==> src/rtl/paper_counter_bank_if.sv <==
// Bus bundle for paper_counter_bank: control inputs and counter/status outputs.
interface paper_counter_bank_if #(
    parameter int NUM_CH = 4,
    parameter int WIDTH  = 2,
    parameter int SEL_W  = 2
);
    logic [NUM_CH-1:0]       inc;
    logic [NUM_CH-1:0]       clr;
    logic                    load_en;
    logic [SEL_W-1:0]        load_sel;
    logic [WIDTH-1:0]        load_val;
    logic                    sticky_clr;
    logic [SEL_W-1:0]        rd_sel;
    logic [NUM_CH*WIDTH-1:0] count_flat;
    logic [NUM_CH-1:0]       ovf_pulse;
    logic [NUM_CH-1:0]       ovf_sticky;
    logic                    any_ovf;
    logic [WIDTH-1:0]        rd_data;

    modport master (
        output inc, clr, load_en, load_sel, load_val, sticky_clr, rd_sel,
        input  count_flat, ovf_pulse, ovf_sticky, any_ovf, rd_data
    );

    modport slave (
        input  inc, clr, load_en, load_sel, load_val, sticky_clr, rd_sel,
        output count_flat, ovf_pulse, ovf_sticky, any_ovf, rd_data
    );
endinterface

==> src/rtl/paper_counter_bank.sv <==
// Bank of NUM_CH independent WIDTH-bit paper-event counters with clear/load,
// optional ripple cascade, wrap or saturate at max, overflow pulse/sticky
// flags and a registered read port.
module paper_counter_bank #(
    parameter int NUM_CH   = 4,
    parameter int WIDTH    = 2,
    parameter int SATURATE = 0,
    parameter int CASCADE  = 0,
    parameter int SEL_W    = 2
) (
    input  logic               clk,
    input  logic               rst_n,
    paper_counter_bank_if.slave bus
);

    localparam logic [WIDTH-1:0] MAX = '1;

    if (CASCADE != 0 && SATURATE != 0) begin : g_bad_cfg
        $error("paper_counter_bank: CASCADE=1 cannot be combined with SATURATE=1");
    end

    logic [WIDTH-1:0]  count     [NUM_CH];
    logic [WIDTH-1:0]  count_nxt [NUM_CH];
    logic [NUM_CH-1:0] ovf_evt;
    logic [NUM_CH-1:0] sticky_nxt;
    logic [WIDTH-1:0]  rd_nxt;

    // Per-channel next state; the cascade carry is walked through a local
    // variable so the ripple is evaluated in channel order within one pass.
    always_comb begin
        logic cin;
        logic eff;
        logic load_hit;
        logic at_max;
        cin = 1'b0;
        for (int unsigned i = 0; i < NUM_CH; i++) begin
            load_hit = bus.load_en && (32'(bus.load_sel) == i);
            at_max   = (count[i] == MAX);
            eff      = bus.inc[i] | ((CASCADE != 0) && cin);
            ovf_evt[i] = eff && at_max && !bus.clr[i] && !load_hit;
            cin = (SATURATE == 0) ? ovf_evt[i] : 1'b0;

            if (bus.clr[i])
                count_nxt[i] = '0;
            else if (load_hit)
                count_nxt[i] = bus.load_val;
            else if (eff)
                count_nxt[i] = at_max ? ((SATURATE != 0) ? MAX : '0)
                                      : count[i] + WIDTH'(1);
            else
                count_nxt[i] = count[i];

            // A fresh overflow beats any clear on the same edge.
            sticky_nxt[i] = ovf_evt[i] |
                            (bus.ovf_sticky[i] & ~bus.clr[i] & ~bus.sticky_clr);
        end
    end

    // Read mux over pre-update counter values; out-of-range selects read 0.
    always_comb begin
        rd_nxt = '0;
        for (int unsigned i = 0; i < NUM_CH; i++) begin
            if (32'(bus.rd_sel) == i)
                rd_nxt = count[i];
        end
    end

    // Counter, flag and read-data registers.
    always_ff @(posedge clk or negedge rst_n) begin
        if (!rst_n) begin
            for (int unsigned i = 0; i < NUM_CH; i++)
                count[i] <= '0;
            bus.ovf_pulse  <= '0;
            bus.ovf_sticky <= '0;
            bus.rd_data    <= '0;
        end else begin
            for (int unsigned i = 0; i < NUM_CH; i++)
                count[i] <= count_nxt[i];
            bus.ovf_pulse  <= ovf_evt;
            bus.ovf_sticky <= sticky_nxt;
            bus.rd_data    <= rd_nxt;
        end
    end

    // Flattened counter view and overflow summary.
    always_comb begin
        bus.count_flat = '0;
        for (int unsigned i = 0; i < NUM_CH; i++)
            bus.count_flat[i*WIDTH +: WIDTH] = count[i];
        bus.any_ovf = |bus.ovf_sticky;
    end

endmodule
==> src/flat_wrapper.sv <==
// flat-port wrapper written by rule: the top's interface ports become plain ports
module paper_counter_bank_flat 
#(
    parameter int NUM_CH   = 4,
    parameter int WIDTH    = 2,
    parameter int SATURATE = 0,
    parameter int CASCADE  = 0,
    parameter int SEL_W    = 2
)
  (clk, rst_n, bus_inc, bus_clr, bus_load_en, bus_load_sel, bus_load_val, bus_sticky_clr, bus_rd_sel, bus_count_flat, bus_ovf_pulse, bus_ovf_sticky, bus_any_ovf, bus_rd_data);
  paper_counter_bank_if #(.NUM_CH(NUM_CH), .WIDTH(WIDTH), .SEL_W(SEL_W)) bus_i ();
  input  logic clk;
  input  logic rst_n;
  input wire logic [$bits(bus_i.inc)-1:0] bus_inc;
  input wire logic [$bits(bus_i.clr)-1:0] bus_clr;
  input wire logic [$bits(bus_i.load_en)-1:0] bus_load_en;
  input wire logic [$bits(bus_i.load_sel)-1:0] bus_load_sel;
  input wire logic [$bits(bus_i.load_val)-1:0] bus_load_val;
  input wire logic [$bits(bus_i.sticky_clr)-1:0] bus_sticky_clr;
  input wire logic [$bits(bus_i.rd_sel)-1:0] bus_rd_sel;
  output wire logic [$bits(bus_i.count_flat)-1:0] bus_count_flat;
  output wire logic [$bits(bus_i.ovf_pulse)-1:0] bus_ovf_pulse;
  output wire logic [$bits(bus_i.ovf_sticky)-1:0] bus_ovf_sticky;
  output wire logic [$bits(bus_i.any_ovf)-1:0] bus_any_ovf;
  output wire logic [$bits(bus_i.rd_data)-1:0] bus_rd_data;
  assign bus_i.inc = bus_inc;
  assign bus_i.clr = bus_clr;
  assign bus_i.load_en = bus_load_en;
  assign bus_i.load_sel = bus_load_sel;
  assign bus_i.load_val = bus_load_val;
  assign bus_i.sticky_clr = bus_sticky_clr;
  assign bus_i.rd_sel = bus_rd_sel;
  assign bus_count_flat = bus_i.count_flat;
  assign bus_ovf_pulse = bus_i.ovf_pulse;
  assign bus_ovf_sticky = bus_i.ovf_sticky;
  assign bus_any_ovf = bus_i.any_ovf;
  assign bus_rd_data = bus_i.rd_data;
  paper_counter_bank #(.NUM_CH(NUM_CH), .WIDTH(WIDTH), .SATURATE(SATURATE), .CASCADE(CASCADE), .SEL_W(SEL_W)) u_core (.clk(clk), .rst_n(rst_n), .bus(bus_i));
endmodule
==> config.mk <==
export PLATFORM = sky130hd
export DESIGN_NAME = paper_counter_bank_flat
export DESIGN_NICKNAME = d
export VERILOG_FILES = /design/src/rtl/paper_counter_bank_if.sv /design/src/rtl/paper_counter_bank.sv /design/src/flat_wrapper.sv
export SDC_FILE = /design/constraint.sdc
export NUM_CORES = 1
export LEC_CHECK = 0
export BUFFER_PORTS_ARGS = -buffer_cell sky130_fd_sc_hd__buf_2
export CAP_MARGIN = 20
export CORE_MARGIN = 1.5
export CORE_UTILIZATION = 34
export CTS_CLUSTER_SIZE = 10
export DETAILED_ROUTE_END_ITERATION = 6
export PLACE_DENSITY = 0.73
export SKIP_LAST_GASP = 1
export SLEW_MARGIN = 20
export SYNTH_ARGS = -nofsm -noshare
export SYNTH_HDL_FRONTEND = slang
export SYNTH_SLANG_ARGS = --single-unit
==> constraint.sdc <==
create_clock -name clk -period 1.05 [get_ports clk]
set_input_delay 0.2625 -clock clk [delete_from_list [all_inputs] [get_ports clk]]
set_output_delay 0.2625 -clock clk [all_outputs]
set_load 0.01 [all_outputs]
### Word-level counts from Yosys, hierarchy flattened

Cells that the tools add are included.

| storage, ports and cells | value |
|---|---|
| bits in registers | 18 |
| input port bits | 18 |
| output and inout port bits | 19 |

| cells by class | value |
|---|---|
| add/sub/neg operators | 4 |
| equal/unequal tests | 10 |
| mux-type cells | 20 |
| bitwise operators | 17 |
| reductions and logical operators | 31 |

Operator list:

| kind | number |
|---|---|
| 2-to-1 mux 2 bit | 20 |
| == test 2 bit (second input constant) | 8 |
| logical AND 1 bit | 16 |
| nonzero test 3 bit | 4 |
| adder 2 x 1 -> 2 bit (second input constant) | 4 |
| AND 1 bit | 8 |
| logical NOT 1 bit | 8 |
| inverter 1 bit | 5 |
| == test 2 x 1 -> 1 bit (second input constant) | 2 |
| logical NOT 2 bit | 2 |
| OR 1 bit | 4 |
| OR reduction 4 bit | 1 |

### Logic depth before layout (Yosys ltp)

| depth | value |
|---|---|
| depth after elaboration | 5 |
| gate-level depth with buffers | 4 |

### Worst setup path before layout

No wires, ideal clock.

| timing | value |
|---|---|
| path type | register to output |
| from | reg u_core.bus.ovf_sticky[0] |
| to | out bus_any_ovf |
| arrival time | 981 ps |
| required time | 787 ps |
| path slack | -193 ps |
| cell stages (with the launch flop) | 2 |
| cells stage by stage | dfrtp_1 -> or4_1 |

| on the way | value |
|---|---|
| word-level cells in the longest chain between the ends | 1 |

Ends and longest elaborated chain:

| item | line | source |
|---|---|---|
| start, declared | paper_counter_bank_if.sv:27 | `output count_flat, ovf_pulse, ovf_sticky, any_ovf, rd_data` |
| start signal, assigned | paper_counter_bank.sv:80 | `bus.ovf_sticky <= sticky_nxt;` |
| OR reduction 4 bit | paper_counter_bank.sv:90 | `bus.any_ovf = \|bus.ovf_sticky;` |
| end, declared | flat_wrapper.sv:24 | `output wire logic [$bits(bus_i.any_ovf)-1:0] bus_any_ovf;` |

No other way between the ends.

### Final worst setup path

| timing | value |
|---|---|
| from | reg u_core.bus.ovf_sticky[3] |
| to | out bus_any_ovf |

The elaborated chain is that of the path after synthesis.

==> metrics.txt <==
Post-synth top flop=dfrtp_1; ant diodes=0; Worst Hold Depth=2; clk_lat worst skew=approximately 0.29 ns; Synth area leaders=dfrtp_1 53%, mux2i_1 8.2%, a211oi_1 7.0%; Vias/cell=roughly 5; RSZ-0062 raised after global routing=yes; I/O pin total=37; Max Slew Vio Count=0; chip width=53.1 um; Worst R2R End=u_core.bus.count_flat[4]; slack of the critical path=-0.557 ns; Std-Cell Rows=17; status=complete, but fails checks; Hold EP=u_core.bus.count_flat[3]; total CTS buffers=3; clock share of power=25.2%; Startpoint Class=flop; Hold Crit Class=in2reg; final hold vios=0; iteration-0 DRC count of the detailed router=7; Comb pwr share=a little over a quarter; post-synthesis cell area=between 800 and 900 um^2; CTS HTree Levels=1; LEAKAGE=around 0.00067 uW; VDD IR max=roughly 0.75 mV; detailed placement HPWL=1620 um; nets@finish=roughly 150; combinational family with the most area after synthesis=simple AND/OR/NAND/NOR gates; compound-gate portion of the synthesized area=9.99%; max frequency=slightly above 600 MHz; endpoint class of the critical path=primary output; EDFF count, synth=0; Yosys top cell by area=dfrtp_1; Reg2Reg Depth=5; yosys warns=0; WS Path Type=reg2out; Initial Utilization=between 30 and 40%; top cells by count, synth=18 x dfrtp_1, 15 x nor2_1, 8 x a211oi_1; Synth Area in Simple Gates=between 15 and 20%; final WL=2320 um; Gate Count Post-Synth=74; Synth Area in XOR/XNOR=0%; Synth-to-Final Area Change=67.3%; crit-path leading delay family=simple AND/OR/NAND/NOR gates; Net Sw Frac=a little over a quarter; via count=~800; R2R setup slack=-0.16 ns; crit-path max FO=2; max_cap viols=0; CP arrival=around 1.3 ns; multiplexer share of the synthesized area=a little over an eighth; crit path buf inv count=1; drt wl/cell=14.9 um; area of the core=between 2000 and 2500 um^2; grt peak-use layer=met2; post-route ant nets=0; slowest CP cell=or4_4; TritonCTS clock tree=built; Yosys reg bits=18; Final Util=62.0%; min-delay src=bus_clr[1]; Reg power frac=48.0%; Residual DRC=0; Internal Power=1220 uW; RR Startpoint=u_core.bus.count_flat[5]; asr flop ratio synth=100%; largest stage delay on the critical path=approximately 0.53 ns; minimum clock period=between 1.5 and 2 ns; Root Buffer=clkbuf_4; first-pass GRT wire length=about 3300 um; Avg Cell Area, Syn=about 12 um^2; TritonRoute pass-1 iters=4; GRT Resource Usage Total=between 10% and 20%; Fillers=191; Post-Synth Adder-Cell Area=between 5 and 6%; Distinct cells, synth=14; vias in the first global route=roughly 740; met1 Use GR=roughly 23%; sequential element share of the synthesized area=between 50 and 60%; die area=2820 um^2; Clk pin slew, worst setup/hold paths=0.10 ns; most instantiated library cell after synthesis=dfrtp_1; post-route total power=~1700 uW; NetSw=roughly 450 uW; Max Buffers Root-to-Sink=2; Slew @ Worst Pin=between 0.3 and 0.4 ns; GRT overflow=0; share of cells above drive strength 1=59.4%; failing checks=setup timing; Clock Skew=just over 0.004 ns; period utilization=153%; met2 usage=between 20% and 30%; worst path required time=between 0.7 and 0.8 ns; die height=roughly 53 um; clk sinks=18; Post-Synthesis Net Count=between 90 and 100; PortBufs=36; GP Congestion=between 0.7 and 0.8; worst path cell trace=or4_4 -> buf_6; initial antenna violation count=0; largest net degree at the start of global routing=19; share of the synthesized area in the top cell type=52.9%; final setup vio count=26; Rel. slew slack=between 70% and 80%; met3 usage in global routing=under 10%; pwr dens=approximately 1200 nW/um^2
[final cells by class]
| type | count | area, um^2 | share of cell area, % |
|---|---|---|---|
| clock buffer | 4 | 36.3 | 2.55 |
| inverter | 1 | 3.75 | 0.263 |
| timing repair buffer | 50 | 407 | 28.5 |
| tap | 28 | 35.0 | 2.46 |
| sequential | 18 | 460 | 32.3 |
| multi-input combinational | 55 | 483 | 33.9 |
[cells in the final DEF (no fill, tap or decap), drive strengths merged]
cell type    count
mux4             2
clkbuf           4
nand3b           2
a21oi            5
or4              1
or3b             1
nor2            15
nand3            5
inv              1
buf             49
nand2b           4
mux2i            7
dfrtp           18
a211oi           8
nor3b            1
dlygate4sd3      1
ha               4
[per-layer routing]
metal / vias up / part of all wire (%)
li1: 380 / -
met1: 366 / 45
met2: 34 / 47
met3: 6 / 6.0
met4: 0 / 2.4
met5: - / 0
[how the worst max path moves through the flow]
stage | from | end | depth (start not counted)
after floorplan | u_core.bus.ovf_sticky[0] | bus_any_ovf | 1
after global placement | u_core.bus.ovf_sticky[0] | bus_any_ovf | 2
after detailed placement | u_core.bus.ovf_sticky[0] | bus_any_ovf | 2
after CTS | u_core.bus.ovf_sticky[3] | bus_any_ovf | 2
after global routing | u_core.bus.ovf_sticky[3] | bus_any_ovf | 2
final | u_core.bus.ovf_sticky[3] | bus_any_ovf | 2
[worst register-to-register path: cells and delay by family, from the launching register on]
kind	cells	cell delay, ns
compound gates	2	0.24
flops	1	0.45
simple gates	1	0.15
buf+inv	1	0.14
fa+ha+maj	1	0.15
[timing repair]
action / 4_1_cts / 5_1_grt
hold buffers: 1 / 0
pin swaps: 3 / 1
endpoints found under the hold margin: 18 / 0
setup endpoints to repair: 27 / 30
resized for setup: 19 / 7
setup buffers: 7 / 1
[metrics by stage]
stage	instances	setup WS (ns)	hold slack (ns)	cell area, um^2	TNS (ns)
after global routing	156	-0.605	0.144	1430	-3.86
final	156	-0.557	0.166	1430	-2.72
after detailed placement	145	-0.251	0.210	1190	-0.787
after global placement	145	-0.241	0.203	1190	-0.537
after CTS	155	-0.562	0.155	1380	-3.01
after floorplan	74	-0.169	-0.0331	920	-0.197
[state kept, by name (all words and copies together) (netlist names)]
| register | cells |
|---|---|
| u_core.bus.count_flat | 8 |
| u_core.bus.ovf_pulse | 4 |
| u_core.bus.ovf_sticky | 4 |
| u_core.bus.rd_data | 2 |
[cells by family after synthesis]
group,after synthesis
simple gates,29
flops,18
compound gates,13
mux,9
fa+ha+maj,4
buf+inv,1
[power by group through the flow]
stage	registers, uW	clock network (uW)	logic, uW
3_3_place_gp	813	0	305
3_5_place_dp	817	0	320
2_1_floorplan	832	0	131
6_report	805	423	448
4_1_cts	805	432	425
5_1_grt	811	466	484
Note: power is estimated with default switching activity, not from simulation.
